<file path="config.mk">
export PLATFORM = sky130hd
export DESIGN_NAME = univ_shift_reg
export DESIGN_NICKNAME = d
export VERILOG_FILES = /design/src/rtl/shift_pkg.sv /design/src/rtl/shift_word_counter.sv /design/src/rtl/univ_shift_reg.sv
export SDC_FILE = /design/constraint.sdc
export NUM_CORES = 1
export LEC_CHECK = 0
export BUFFER_PORTS_ARGS = -buffer_cell sky130_fd_sc_hd__buf_2
export CAP_MARGIN = 20
export CORE_ASPECT_RATIO = 0.6
export CORE_MARGIN = 4
export CORE_UTILIZATION = 41
export DETAILED_ROUTE_END_ITERATION = 10
export GPL_TIMING_DRIVEN = 0
export PLACE_DENSITY_LB_ADDON = 0.1
export SYNTH_ARGS = -nofsm -noshare
export SYNTH_HDL_FRONTEND = slang
export SYNTH_SLANG_ARGS = --single-unit
export TNS_END_PERCENT = 20
</file>
<file path="constraint.sdc">
create_clock -name clk -period 1.43 [get_ports clk]
set_input_delay 0.286 -clock clk [delete_from_list [all_inputs] [get_ports clk]]
set_output_delay 0.286 -clock clk [all_outputs]
set_load 0.02 [all_outputs]
</file>
<file path="src/rtl/shift_pkg.sv">
// Shared constants for the universal shift register slice.
// Mode encodings used by the top and its bench.
package shift_pkg;

  localparam int MODE_W = 2;

  localparam logic [MODE_W-1:0] MODE_HOLD = 2'b00;
  localparam logic [MODE_W-1:0] MODE_SHR  = 2'b01;
  localparam logic [MODE_W-1:0] MODE_SHL  = 2'b10;
  localparam logic [MODE_W-1:0] MODE_LOAD = 2'b11;

endpackage

</file>
<file path="src/rtl/shift_word_counter.sv">
// Counts consecutive shifts and pulses word_done
// for one cycle after every WIDTH-th shift.
module shift_word_counter #(
  parameter int WIDTH = 8,
  localparam int CW = $clog2(WIDTH)
) (
  input  logic          clk,
  input  logic          resetBar,
  input  logic          en,
  input  logic          is_shift,
  input  logic          clear,
  output logic [CW-1:0] shift_cnt,
  output logic          word_done
);

  localparam logic [CW-1:0] LAST = CW'(WIDTH - 1);

  always_ff @(posedge clk) begin
    if (!resetBar) begin
      shift_cnt <= '0;
      word_done <= 1'b0;
    end else if (!en) begin
      word_done <= 1'b0;
    end else if (clear) begin
      shift_cnt <= '0;
      word_done <= 1'b0;
    end else if (is_shift) begin
      if (shift_cnt == LAST) begin
        shift_cnt <= '0;
        word_done <= 1'b1;
      end else begin
        shift_cnt <= shift_cnt + 1'b1;
        word_done <= 1'b0;
      end
    end else begin
      word_done <= 1'b0;
    end
  end

endmodule

</file>
<file path="src/rtl/univ_shift_reg.sv">
// WIDTH-bit universal shift register with registered q/qBar.
// Define UNIV_SHIFT_REG_ROTATE_EN to add the rotate input.
module univ_shift_reg
  import shift_pkg::*;
#(
  parameter int               WIDTH     = 8,
  parameter logic [WIDTH-1:0] RESET_VAL = '0,
  localparam int              CW        = $clog2(WIDTH)
) (
  input  logic              clk,
  input  logic              resetBar,
  input  logic              en,
  input  logic [MODE_W-1:0] mode,
  input  logic [WIDTH-1:0]  d,
  input  logic              sin_r,
  input  logic              sin_l,
`ifdef UNIV_SHIFT_REG_ROTATE_EN
  input  logic              rotate,
`endif
  output logic [WIDTH-1:0]  q,
  output logic [WIDTH-1:0]  qBar,
  output logic              sout_r,
  output logic              sout_l,
  output logic [CW-1:0]     shift_cnt,
  output logic              word_done
);

  logic             is_shr;
  logic             is_shl;
  logic             is_load;
  logic             in_r;
  logic             in_l;
  logic [WIDTH-1:0] nxt;

  assign is_shr  = en && (mode == MODE_SHR);
  assign is_shl  = en && (mode == MODE_SHL);
  assign is_load = en && (mode == MODE_LOAD);

`ifdef UNIV_SHIFT_REG_ROTATE_EN
  assign in_r = rotate ? q[0] : sin_r;
  assign in_l = rotate ? q[WIDTH-1] : sin_l;
`else
  assign in_r = sin_r;
  assign in_l = sin_l;
`endif

  always_comb begin
    nxt = q;
    unique case (1'b1)
      is_shr:  nxt = {in_r, q[WIDTH-1:1]};
      is_shl:  nxt = {q[WIDTH-2:0], in_l};
      is_load: nxt = d;
      default: nxt = q;
    endcase
  end

  // qBar comes from the same next value so it can never diverge from q
  always_ff @(posedge clk) begin
    if (!resetBar) begin
      q    <= RESET_VAL;
      qBar <= ~RESET_VAL;
    end else begin
      q    <= nxt;
      qBar <= ~nxt;
    end
  end

  assign sout_r = q[0];
  assign sout_l = q[WIDTH-1];

  shift_word_counter #(
    .WIDTH(WIDTH)
  ) u_cnt (
    .clk      (clk),
    .resetBar (resetBar),
    .en       (en),
    .is_shift ((mode == MODE_SHR) || (mode == MODE_SHL)),
    .clear    (mode == MODE_LOAD),
    .shift_cnt(shift_cnt),
    .word_done(word_done)
  );

endmodule

</file>
==> impl_metrics.toml, run 1 <==
[run_status]
outcome = "completed"

[cts]
cts.clk_slew.worst_paths_ns = 0.07
cts-root-buf = "clkbuf_8"
cts_made_buffers = 3
insertion_delay_ns = 0.25
clock_sinks = 20
clockBufferDepth = 2
htreeDepth = 1
cts_tree = "yes"
post_cts_buffers = 0

[final_layout]
layout-drive-gt1-share_pct = 46.4
synthToLayoutAreaGrowth_pct = 31.9
diodes = 0
stdcell_count = 153
final_area_mm2 = 0.00119
nets = 148

[sta]
final.min_clock_period_ns = 1.41
setup_viol = 0
relSlewSlack_pct = 72.3
clock_skew_ns = 0.00535
slew_viol_final = 0
fin_tns_setup_ns = 0
fin_crit_sh_pct = 98.5
rsz0062_at_grt = "yes"
worst_pin_slew_ns = 0.416
hold_viol_final = 0
worst_slack_ns = 0.0214
max_freq_ghz = 0.710

[floorplanning]
num_io_pins = 37
die_area_mm2 = 0.00305
core-area_mm2 = 0.00197
die_w_um = 68.7
die_h_um = 44.4
start_util_pct = 46.1
rows = 12

[worst_setup_path]
timing.critical_path.cells = "ha_4 -> ha_4 -> or4_1 -> a21boi_1"
cp.arrival_ns = 1.59
slowest_delay_ns = 0.51
cp_slowest_cell = "or4_1"
crit_family = "simple AND/OR/NAND/NOR gates"
cp.required_ns = 1.61
crit_start = "u_cnt.shift_cnt[0]"
path_class = "register to register"
worst-path-stages = 4
worstRegToRegCells = 4
endpoint_kind = "register"
crit_fanout = 4
critPathLaunchType = "register"
cp_num_buf_inv = 0
worst_path_most_repeated_cell = "ha_4"
r2r-end = "u_cnt.shift_cnt[0]"
rrSetupSlack_ns = 0.02
cp-endpoint = "u_cnt.shift_cnt[0]"
r2r_start = "u_cnt.shift_cnt[0]"

[yosys]
synth_edf_count = 0
ys_top_cells_by_area = "dfxtp_1 44%, ha_1 8.3%, a222oi_1 5.5%, nand3_2 3.3%, o211a_1 3.3%"
ys_seq_area_share_pct = 44.2
ys.flop_type = "dfxtp_1"
synth_area_um2 = 906
synth_cell_types = 27
post-synth-top-count-cell = "dfxtp_1"
yosys_warnings = 0
synth-seq-cells = 20
async_flop_share_pct = 0
synthCells = 86
yosys-top-cells-count = "20 x dfxtp_1, 6 x ha_1, 5 x a222oi_1, 5 x nand2_1"
syn-num-nets = 107
synth_top_area_share_pct = 44.2
synth_top_area_cell = "dfxtp_1"
syn_area_per_cell_um2 = 10.5

[worst_hold_path]
hold_class = "primary input to register"

[job]
timing.max_cap.violations = 0

[routing]
drt_iter0_drc = 80
avgRoutedWirePerCell_um = 15.4
wl_mm = 2.36
dr.pass1.iters = 6
final_antenna_net_count = 0
via_per_inst = 5.51
drc_errors = 0
vias = 843

[global_route]
gr-total-overflow = 0
grt_pass1_wl_mm = 3.71
grt_pass1_vias = 784
grt_max_degree = 11
antenna_found_initial = 0
grt_usage_pct = 16.5

[placement]
portBuffers = 36
dp_slack_ns = -0.189
dpl.cell_count = 150
place.detailed.hpwl_mm = 1.77
placed_cell_area_mm2 = 0.00112
gp_congestion = 0.732

[pwr]
fin_total_pwr_uw = 1230
p_per_area_mw_per_mm2 = 1030
ir_drop_v = 0.000487
leakagePower_uw = 0.000561
[worst reg2reg max path, cell delays in order (launching register included)]
cell and delay, ns:
dfxtp_4 0.36, ha_4 0.17, ha_4 0.15, or4_1 0.52
a21boi_1 0.14
[cell families after synthesis]
group	Yosys count	synth area share (%)
buffers and inverters	11	7.46
adders and majority gates	6	8.29
DFF	20	44.2
and+or+nand+nor	18	12.8
AOI/OAI and AO/OA	31	27.2
[routing by layer]
layer  vias up  wire [um]  GRT usage [%]  part of all wire, %
li1        402          -              -                    -
met1       398       1080           23.9                   46
met2        39       1080           24.7                   46
met3         4        189           5.33                  8.0
met4         0          9           1.19                 0.38
met5         -          0              0                    0
[worst min path at each step]
stage	from	end	slack, ns	depth (start not counted)
after CTS	resetBar	register	0.33	3
after floorplan	resetBar	register	0.41	2
after global routing	resetBar	register	0.36	3
after detailed placement	u_cnt.shift_cnt[0]	u_cnt.shift_cnt[0]	0.46	2
final	resetBar	register	0.34	3
after global placement	u_cnt.shift_cnt[1]	u_cnt.shift_cnt[1]	0.45	2
[cell usage in the layout (no fill, tap or decap), drive strengths merged, types with 4 or more instances in the layout]
| master | n |
|---|---|
| nand3 | 6 |
| o21ai | 4 |
| nand2 | 5 |
| buf | 42 |
| a21o | 4 |
| a21oi | 4 |
| a222oi | 5 |
| dfxtp | 20 |
| ha | 6 |
| clkbuf | 5 |
[power by group]
group | switching [uW] | internal (uW) | leakage, uW
Sequential | 28.2 | 594 | 0.000166
Combinational | 153 | 104 | 0.000374
Clock | 167 | 187 | 0.0000216
Total | 347 | 884 | 0.000561
[metrics by stage]
| step | hold WS (ns) | utilization [%] |
|---|---|---|
| finish | 0.343 | 60.8 |
| global route | 0.356 | 60.8 |
| CTS | 0.333 | 59.2 |
| detailed placement | 0.464 | 57.1 |
| global placement | 0.452 | 57.1 |
| floorplan | 0.413 | - |
[cell type report]
| cell class | instances | area, um^2 |
|---|---|---|
| Buffer | 8 | 58.8 |
| Clock buffer | 3 | 41.3 |
| Fill cell | 184 | 772 |
| Inverter | 3 | 11.3 |
| Multi-Input combinational cell | 55 | 463 |
| Sequential cell | 20 | 405 |
| Tap cell | 28 | 35.0 |
| Timing Repair Buffer | 36 | 180 |
[timing repair]
| action | CTS | global route |
|---|---|---|
| gates resized for setup | 0 | 8 |
| hold buffers | 0 | 0 |
| setup endpoints to repair | 0 | 2 |
No activity file was read; power rests on OpenSTA's default activity.
==> run 2, diff against run 1 <==
--- a/config.mk
+++ b/config.mk
@@ -13,6 +13,7 @@
 export DETAILED_ROUTE_END_ITERATION = 10
 export GPL_TIMING_DRIVEN = 0
 export PLACE_DENSITY_LB_ADDON = 0.1
+export RECOVER_POWER = 100
 export SYNTH_ARGS = -nofsm -noshare
 export SYNTH_HDL_FRONTEND = slang
 export SYNTH_SLANG_ARGS = --single-unit
==> run 2 against run 1 <==
  * Non-clock buffer count did not move
  * Sequential share of layout area rose by 0.87 points
  * Via count rose by 0.71%
  * Count of clock-buffer cells in the layout did not move
  * Global-route usage did not move
  * Routed wire length rose by 0.13%
  * Clock skew fell by 0.00056 ns
  * Die area did not move
  * Critical path depth did not move
  * Clock power barely moved
  * Worst hold slack barely moved
  * Combinational power fell by 5%
  * Largest cell class unchanged
==> impl_metrics.toml, run 2 (synthesized netlist as in run 1, its figures left out) <==
[run_status]
outcome = "completed"

[placement]
gp_congestion = 0.732
place.detailed.hpwl_mm = 1.77
portBuffers = 36
dp_slack_ns = -0.189

[global_route]
grt_max_degree = 11
grt_pass1_vias = 784
antenna_found_initial = 0
gr-total-overflow = 0
grt_usage_pct = 16.5
grt_pass1_wl_mm = 3.71

[cts]
htreeDepth = 1
insertion_delay_ns = 0.25
cts-root-buf = "clkbuf_8"
cts_tree = "yes"
clockBufferDepth = 2
clock_sinks = 20
cts_made_buffers = 3
postCtsHoldBufs = 0
cts.clk_slew.worst_paths_ns = 0.07

[pwr]
p_int_uw = 873
p_sw_share_pct = 28.6
p_comb_share_pct = 19.9
power_switching_uw = 350
leakagePower_uw = 0.000491
p_seq_share_pct = 51.0
fin_total_pwr_uw = 1220
power.clock.fraction_pct = 29.1
p_per_area_mw_per_mm2 = 1050
ir_drop_v = 0.000486

[sta]
fin_tns_setup_ns = 0
final.min_clock_period_ns = 1.40
fin_crit_sh_pct = 98.1
setup_viol = 0
hold_viol_final = 0
relSlewSlack_pct = 70.9
worst_slack_ns = 0.0271
max_freq_ghz = 0.713
clock_skew_ns = 0.00479
rsz0062_at_grt = "yes"
worst_pin_slew_ns = 0.437
slew_viol_final = 0

[worst_setup_path]
endpoint_kind = "register"
crit_family = "simple AND/OR/NAND/NOR gates"
cp_num_buf_inv = 0
rrSetupSlack_ns = 0.03
path_class = "register to register"
cp_slowest_cell = "or4_1"
worst_path_most_repeated_cell = "ha_4"
crit_fanout = 4
critPathLaunchType = "register"
cp.required_ns = 1.61
cp.arrival_ns = 1.58
timing.critical_path.cells = "ha_4 -> ha_4 -> or4_1 -> a21boi_1"
slowest_delay_ns = 0.51

[routing]
dr.pass1.iters = 4
avgRoutedWirePerCell_um = 15.4
drt_iter0_drc = 96
wl_mm = 2.36
via_per_inst = 5.55
drc_errors = 0
final_antenna_net_count = 0
vias = 849

[final_layout]
diodes = 0
fin_util_pct = 59.2
synthToLayoutAreaGrowth_pct = 28.6
final_cell_mix = "23 x clkbuf_1, 18 x dfxtp_1, 16 x buf_2, 5 x a222oi_1, 5 x nand2_1"
final_common_cell = "clkbuf_1"
layout-drive-gt1-share_pct = 28.0
nets = 148

[floorplanning]
die_w_um = 68.7
die_area_mm2 = 0.00305
num_io_pins = 37
core-area_mm2 = 0.00197
start_util_pct = 46.1
rows = 12
die_h_um = 44.4

[worst_hold_path]
hold_class = "primary input to register"

[job]
timing.max_cap.violations = 0
run 2: power groups by stage:
stage | clock network, uW | logic [uW] | registers [uW]
2_1_floorplan | 0 | 113 | 676
3_3_place_gp | 0 | 246 | 632
3_5_place_dp | 0 | 252 | 633
4_1_cts | 367 | 253 | 620
5_1_grt | 390 | 267 | 628
6_report | 356 | 244 | 623
run 2: final timing paths:
check / from / end / depth (start not counted)
max: u_cnt.shift_cnt[0] / u_cnt.shift_cnt[0] / 4
min: resetBar / register / 3
min reg2reg: u_cnt.shift_cnt[1] / u_cnt.shift_cnt[1] / 2
max reg2reg: u_cnt.shift_cnt[0] / u_cnt.shift_cnt[0] / 4
run 2: cell type report:
cell class | instances | area (um^2)
Buffer | 8 | 58.8
Clock buffer | 3 | 41.3
Fill cell | 194 | 802
Inverter | 3 | 11.3
Multi-Input combinational cell | 55 | 460
Sequential cell | 20 | 405
Tap cell | 28 | 35.0
Timing Repair Buffer | 36 | 153
run 2: metrics by stage:
stage,hold WS (ns),cells,area (um^2)
5_1_grt,0.356,153,1160
6_report,0.343,153,1160
2_1_floorplan,0.413,86,907
3_5_place_dp,0.464,150,1120
3_3_place_gp,0.452,150,1120
4_1_cts,0.333,153,1160
run 2: worst register-to-register path, stage by stage, from the launching register on:
cell	delay [ns]
dfxtp_4	0.36
ha_4	0.17
ha_4	0.15
or4_1	0.51
a21boi_1	0.14
run 2: what timing repair did:
action | CTS | global route
setup buffers | 0 | 0
gates resized for setup | 0 | 8
endpoints found under the hold margin | 0 | 0
endpoints found under the setup margin | 0 | 2
run 2: layer usage:
layer | track usage [%] | vias up | share of wire [%] | wire length (um)
met5 | 0 | - | 0 | 0
met4 | 1.19 | 0 | 0.25 | 6
met3 | 5.33 | 2 | 8.0 | 189
met2 | 24.7 | 33 | 47 | 1100
met1 | 23.9 | 411 | 45 | 1060
li1 | - | 403 | - | -
